===== src/rtl/set_button_sequencer.sv =====
// set_button_sequencer
// Front end for hh:mm setting on the cuckoo clock board. The raw active-low
// setH/setM buttons are synchronised, debounced against the 4 ms tick, and
// fed to a press / hold / auto-repeat state machine. The FSM steers
// single-cycle increment pulses to the clock counter (displayMode = 1) or
// the alarm register (displayMode = 0). The target is latched when the
// press is first seen.
//
// Ports
//   sysclk       in   system clock (only clock)
//   reset        in   asynchronous, active-high reset
//   tick         in   one-cycle strobe every 4 ms; all timing counts these
//   setH, setM   in   raw buttons, active-low, asynchronous to sysclk
//   displayMode  in   1 = clock target, 0 = alarm target
//   cIncH/cIncM  out  one-cycle pulse: increment clock hours / minutes
//   aIncH/aIncM  out  one-cycle pulse: increment alarm hours / minutes
//   isSetting    out  high while editing, plus a holdoff after release
//   dbgState     out  current FSM state, for observation only
//
// Handshake: there is none. Each Inc output is a registered strobe that is
// exactly one sysclk wide. At most one of the four is high in any cycle,
// and the consumer must act on every cycle in which its strobe is high.
module set_button_sequencer #(
  parameter int DEBOUNCE_TICKS = 5,
  parameter int REPEAT_DELAY   = 125,
  parameter int REPEAT_PERIOD  = 50,
  parameter int HOLDOFF_TICKS  = 250
) (
  input  logic       sysclk,
  input  logic       reset,
  input  logic       tick,
  input  logic       setH,
  input  logic       setM,
  input  logic       displayMode,
  output logic       cIncH,
  output logic       cIncM,
  output logic       aIncH,
  output logic       aIncM,
  output logic       isSetting,
  output logic [2:0] dbgState
);

  localparam logic [2:0] IDLE   = 3'd0;
  localparam logic [2:0] FIRST  = 3'd1;
  localparam logic [2:0] HOLD   = 3'd2;
  localparam logic [2:0] REPEAT = 3'd3;
  localparam logic [2:0] BLOCK  = 3'd4;

  localparam logic [7:0] DB_T  = 8'(DEBOUNCE_TICKS);
  localparam logic [7:0] RD_T  = 8'(REPEAT_DELAY);
  localparam logic [7:0] RP_T  = 8'(REPEAT_PERIOD);
  localparam logic [7:0] HO_T  = 8'(HOLDOFF_TICKS);

  // Bit 1 = hour button, bit 0 = minute button.
  logic [1:0]      sync1_q, sync2_q;
  logic [1:0]      db_q, db_d;
  logic [1:0][7:0] dcnt_q, dcnt_d;

  logic [2:0] state_q, state_d;
  logic [7:0] tcnt_q, tcnt_d;
  logic [7:0] hold_q, hold_d;
  logic       tgt_q, tgt_d;   // 1 = clock, 0 = alarm
  logic       sel_q, sel_d;   // 1 = hours, 0 = minutes
  logic [3:0] inc_q, inc_d;   // {cIncH, cIncM, aIncH, aIncM}
  logic [1:0] press;
  logic [3:0] sel_mask;

  // Debouncer: a level has to differ from the debounced state for
  // DEBOUNCE_TICKS consecutive ticks. Any return to agreement restarts it.
  always_comb begin
    db_d   = db_q;
    dcnt_d = dcnt_q;
    for (int i = 0; i < 2; i++) begin
      if (sync2_q[i] == db_q[i]) begin
        dcnt_d[i] = 8'd0;
      end else if (tick) begin
        if (dcnt_q[i] + 8'd1 == DB_T) begin
          db_d[i]   = sync2_q[i];
          dcnt_d[i] = 8'd0;
        end else begin
          dcnt_d[i] = dcnt_q[i] + 8'd1;
        end
      end
    end
  end

  assign press    = ~db_q;
  assign sel_mask = {tgt_q & sel_q, tgt_q & ~sel_q, ~tgt_q & sel_q, ~tgt_q & ~sel_q};

  always_comb begin
    state_d = state_q;
    tcnt_d  = tcnt_q;
    tgt_d   = tgt_q;
    sel_d   = sel_q;
    inc_d   = 4'b0000;
    case (state_q)
      IDLE: begin
        tcnt_d = 8'd0;
        if (press == 2'b10 || press == 2'b01) begin
          tgt_d   = displayMode;
          sel_d   = press[1];
          state_d = FIRST;
        end else if (press == 2'b11) begin
          state_d = BLOCK;
        end
      end
      FIRST: begin
        inc_d   = sel_mask;
        tcnt_d  = 8'd0;
        state_d = HOLD;
      end
      HOLD, REPEAT: begin
        // Exits take priority; a tick landing on a transition is dropped.
        if (press == 2'b00) begin
          state_d = IDLE;
          tcnt_d  = 8'd0;
        end else if (press == 2'b11) begin
          state_d = BLOCK;
          tcnt_d  = 8'd0;
        end else if (tick) begin
          if (tcnt_q + 8'd1 == ((state_q == HOLD) ? RD_T : RP_T)) begin
            tcnt_d = 8'd0;
            if (state_q == HOLD) state_d = REPEAT;
            else                 inc_d   = sel_mask;
          end else begin
            tcnt_d = tcnt_q + 8'd1;
          end
        end
      end
      BLOCK: begin
        tcnt_d = 8'd0;
        if (press == 2'b00) state_d = IDLE;
      end
      default: begin
        state_d = IDLE;
        tcnt_d  = 8'd0;
      end
    endcase
  end

  // Holdoff reloads on every entry to IDLE and only runs while idle.
  always_comb begin
    hold_d = hold_q;
    if (state_q != IDLE && state_d == IDLE)     hold_d = HO_T;
    else if (state_d != IDLE)                   hold_d = 8'd0;
    else if (tick && hold_q != 8'd0)            hold_d = hold_q - 8'd1;
  end

  always_ff @(posedge sysclk or posedge reset) begin
    if (reset) begin
      sync1_q <= 2'b11;
      sync2_q <= 2'b11;
      db_q    <= 2'b11;
      dcnt_q  <= '0;
      state_q <= IDLE;
      tcnt_q  <= 8'd0;
      hold_q  <= 8'd0;
      tgt_q   <= 1'b0;
      sel_q   <= 1'b0;
      inc_q   <= 4'b0000;
    end else begin
      sync1_q <= {setH, setM};
      sync2_q <= sync1_q;
      db_q    <= db_d;
      dcnt_q  <= dcnt_d;
      state_q <= state_d;
      tcnt_q  <= tcnt_d;
      hold_q  <= hold_d;
      tgt_q   <= tgt_d;
      sel_q   <= sel_d;
      inc_q   <= inc_d;
    end
  end

  assign {cIncH, cIncM, aIncH, aIncM} = inc_q;
  assign isSetting = (state_q != IDLE) || (hold_q != 8'd0);
  assign dbgState  = state_q;

endmodule


===== config.mk =====
export PLATFORM = sky130hd
export DESIGN_NAME = set_button_sequencer
export DESIGN_NICKNAME = d
export VERILOG_FILES = /design/src/rtl/set_button_sequencer.sv
export SDC_FILE = /design/constraint.sdc
export NUM_CORES = 1
export LEC_CHECK = 0
export BUFFER_PORTS_ARGS = -buffer_cell sky130_fd_sc_hd__buf_4
export CAP_MARGIN = 10
export CORE_AREA = 5 5 80 82
export DETAILED_ROUTE_END_ITERATION = 6
export DIE_AREA = 0 0 85 87
export SLEW_MARGIN = 5
export SYNTH_ARGS = -nofsm -noshare
export SYNTH_HDL_FRONTEND = slang
export SYNTH_SLANG_ARGS = --single-unit

===== constraint.sdc =====
create_clock -name sysclk -period 3.4 [get_ports sysclk]
set_clock_uncertainty 0.2 [all_clocks]
set_input_delay 0 -clock sysclk [delete_from_list [all_inputs] [get_ports sysclk]]
set_output_delay 0 -clock sysclk [all_outputs]
set_load 0.02 [all_outputs]

==> summary.md <==
| Metric | Value |
|---|---|
| Status | `completed` |
| Final Hold Fails | `0` |
| Die Ht | `87 microns` |
| TritonCTS buffer count | `5` |
| Yosys warning count | `0` |
| CP Capture Point | `tcnt_q[3]` |
| CP startpoint | `tcnt_q[0]` |
| Most common cell in the netlist | `dfrtp_1` |
| Port bufs | `13` |
| Wire per inst | `14.0 microns` |
| Tightest hold margin | `0.154 ns` |
| Row count | `28` |
| First drt pass iteration count | `4` |
| Hold Crit Class | `in -> reg` |
| Post-synth EDFFs | `0` |
| Dpl cell area | `2780 sq um` |
| R2R setup slack | `0.66 ns` |
| First-pass GRT wire length | `9040 microns` |
| Final nets | `303` |
| Worst R2R End | `tcnt_q[3]` |
| Area leader, netlist | `dfrtp_1` |
| Crit end category | `register` |
| Seq/Total Area, Yosys | `0.449` |
| Setup crit start kind | `register` |
| Initial antenna violation count | `0` |
| FF-to-FF Start | `tcnt_q[0]` |
| RSZ-0062 raised after global routing | `no` |
| Initial Utilization | `0.465` |
| Pwr per Cell Area | `576 nW/um^2` |
| Number of global-route vias before repair | `1,940` |
| Synthesized cell area | `2640 sq um` |
| Post-CTS sizing | `0` |
| MaxCap Viol Count | `0` |
| F_max | `0.365 GHz` |
| Die extent in x | `85 microns` |
| CTS tree | `done` |
| Final worst-path cycle share | `0.807` |
| Ranking of synthesized cells by area | `dfrtp_1 (39%), dfstp_2 (6.0%), xnor2_1 (4.6%)` |
| Max Slew Vio Count | `0` |
| Post-route setup TNS | `0 ns` |
| Netlist cell types | `56` |
| Post-synth top cells | `dfrtp_1 (41), nor2_1 (23), a21oi_1 (17), nand3_1 (16), nand2_1 (15)` |
| CORE AREA | `5680 sq um` |
| Worst Path Max Fanout | `8` |
| Final GP Congestion | `0.784` |
| CTS root buf | `clkbuf_8` |
| R2R depth | `6` |
| Post-Syn Nets | `288` |
| Layout cells sized above 1 | `0.142` |
| Post-route ant nets | `0` |
| Yosys reg bits | `47` |
| Post-Synthesis Cells | `273` |
| Crit path required time | `3.36 ns` |
| Drt via density | `5.51` |
| Largest net degree at the start of global routing | `48` |
| Diode count | `0` |
| Kind of critical path | `reg -> reg` |
| Worst vdd ir | `322 uV` |
| Design Area, Final | `2920 sq um` |
| Worst Max-Slew Pin Slew | `0.953 ns` |
| Predominant post-synthesis flop cell | `dfrtp_1` |
| DP Wirelength | `3430 microns` |
| Slew headroom | `0.364` |
| Sink Count | `47` |
| Initial DRC Count | `144` |
| DRC viols | `0` |
| Grt ovf | `0` |
| Die area | `7400 sq um` |
| Fillers | `547` |
| Worst EP arrival | `2.71 ns` |
| Max Root-Sink Buffers | `2` |
| Later-pin clock latency in the skew report | `0.30 ns` |
| Global-route usage over all layers | `0.150` |
| WL final | `5100 microns` |
| Ports | `14` |
| Detailed-route via count | `2,005` |
| Ys async rst share | `1.00` |
| Syn Area/Cell | `9.66 sq um` |
| LEAKAGE | `1.24 nW` |
| Final setup violation count | `0` |
| H-tree levels | `2` |
| Worst-path clk slew | `0.08 ns` |
| Yosys top cell area share | `0.389` |
| Crit path time final | `2.74 ns` |
| Layout area overhead | `10.6%` |
cell usage in the layout, fill, tap and decap left out, types with 2 or more instances in the layout:
cell type and n:
dlygate4sd3_1 5, nor2_1 23, inv_1 10, a31oi_1 2, nand2b_1 5, and3b_1 2, or4_1 4, dfrtp_1 41
o21ai_0 11, nor3b_1 4, mux2_2 3, buf_4 14, a311oi_1 2, clkbuf_8 5, a21oi_1 17, nor3_1 12
and3_1 4, nor4_1 8, nand2_1 15, dfstp_2 6, or3_1 4, xor2_1 9, ha_1 9, nand3_1 16
xnor2_1 14, mux2i_1 4, nand3b_1 2, nand4_1 8
worst max-delay path, stage by stage (launching register included):
cell and delay [ns]:
dfrtp_1 0.49, ha_1 0.33, xnor2_1 0.30, nand4_1 0.17
or4_1 0.56, a211oi_2 0.39, o21ai_0 0.16
final cells by class:
type / count / area [sq um] / area share
inverters: 11 / 41.3 / 0.0142
flip-flops and latches: 47 / 1180 / 0.406
repair buffers: 19 / 155 / 0.0532
clock inverters: 2 / 12.5 / 0.00429
multi-input cells: 204 / 1360 / 0.466
well taps: 75 / 93.8 / 0.0322
clock buffers: 6 / 72.6 / 0.0249
repair_timing:
item	in CTS	in global routing
setup buffers	0	0
setup endpoints to repair	0	0
hold buffers	5	0
hold endpoints to repair	51	0
where the power goes:
group          leakage [nW]  internal, mW  switching, mW
sequential            0.622         0.655          0.114
clock                0.0412         0.144          0.187
combinational         0.576         0.252          0.328
logic make-up (layout without fill, tap and decap cells):
logic type,Yosys count,after routing,synth area share
and+or+nand+nor,116,116,0.247
AOI/OAI and AO/OA,49,49,0.121
DFF,47,47,0.449
xor gates and xnor gates,23,23,0.0764
buffers and inverters,22,38,0.0361
adders and majority gates,9,9,0.0427
muxes,7,7,0.0280
flip-flops by register name (all words and copies together) (netlist names), 2 cells and up:
| register | count |
|---|---|
| hold_q | 8 |
| dcnt_q | 16 |
| sync1_q | 2 |
| sync2_q | 2 |
| tcnt_q | 8 |
| db_q | 2 |
| inc_q | 4 |
| dbgState | 3 |
stage by stage:
stage / util / setup WS (ns) / cells / total power [mW]
floorplan: - / 0.903 / 273 / 1.23
global placement: 0.490 / 0.707 / 351 / 1.35
detailed placement: 0.490 / 0.634 / 351 / 1.36
CTS: 0.514 / 0.617 / 364 / 1.71
global route: 0.514 / 0.396 / 364 / 1.82
finish: 0.514 / 0.657 / 364 / 1.68
worst min path at each step:
stage               start    endpoint  slack [ns]  cells past startpoint
4_1_cts              setM  sync1_q[0]        0.14                      2
5_1_grt        sync1_q[0]  sync2_q[0]        0.16                      0
6_report             setM  sync1_q[0]        0.15                      2
2_1_floorplan        setM  sync1_q[0]       -0.20                      0
3_5_place_dp         setH  sync1_q[1]       -0.09                      1
3_3_place_gp         setH  sync1_q[1]       -0.09                      1
routing by layer:
layer	track usage	part of all wire	vias up	wire [microns]
li1	-	-	1015	-
met1	0.200	0.49	955	2470
met2	0.246	0.47	28	2410
met3	0.0284	0.028	7	143
met4	0.0475	0.014	0	73
met5	0	0	-	0
(Power assumes the default switching activity.)
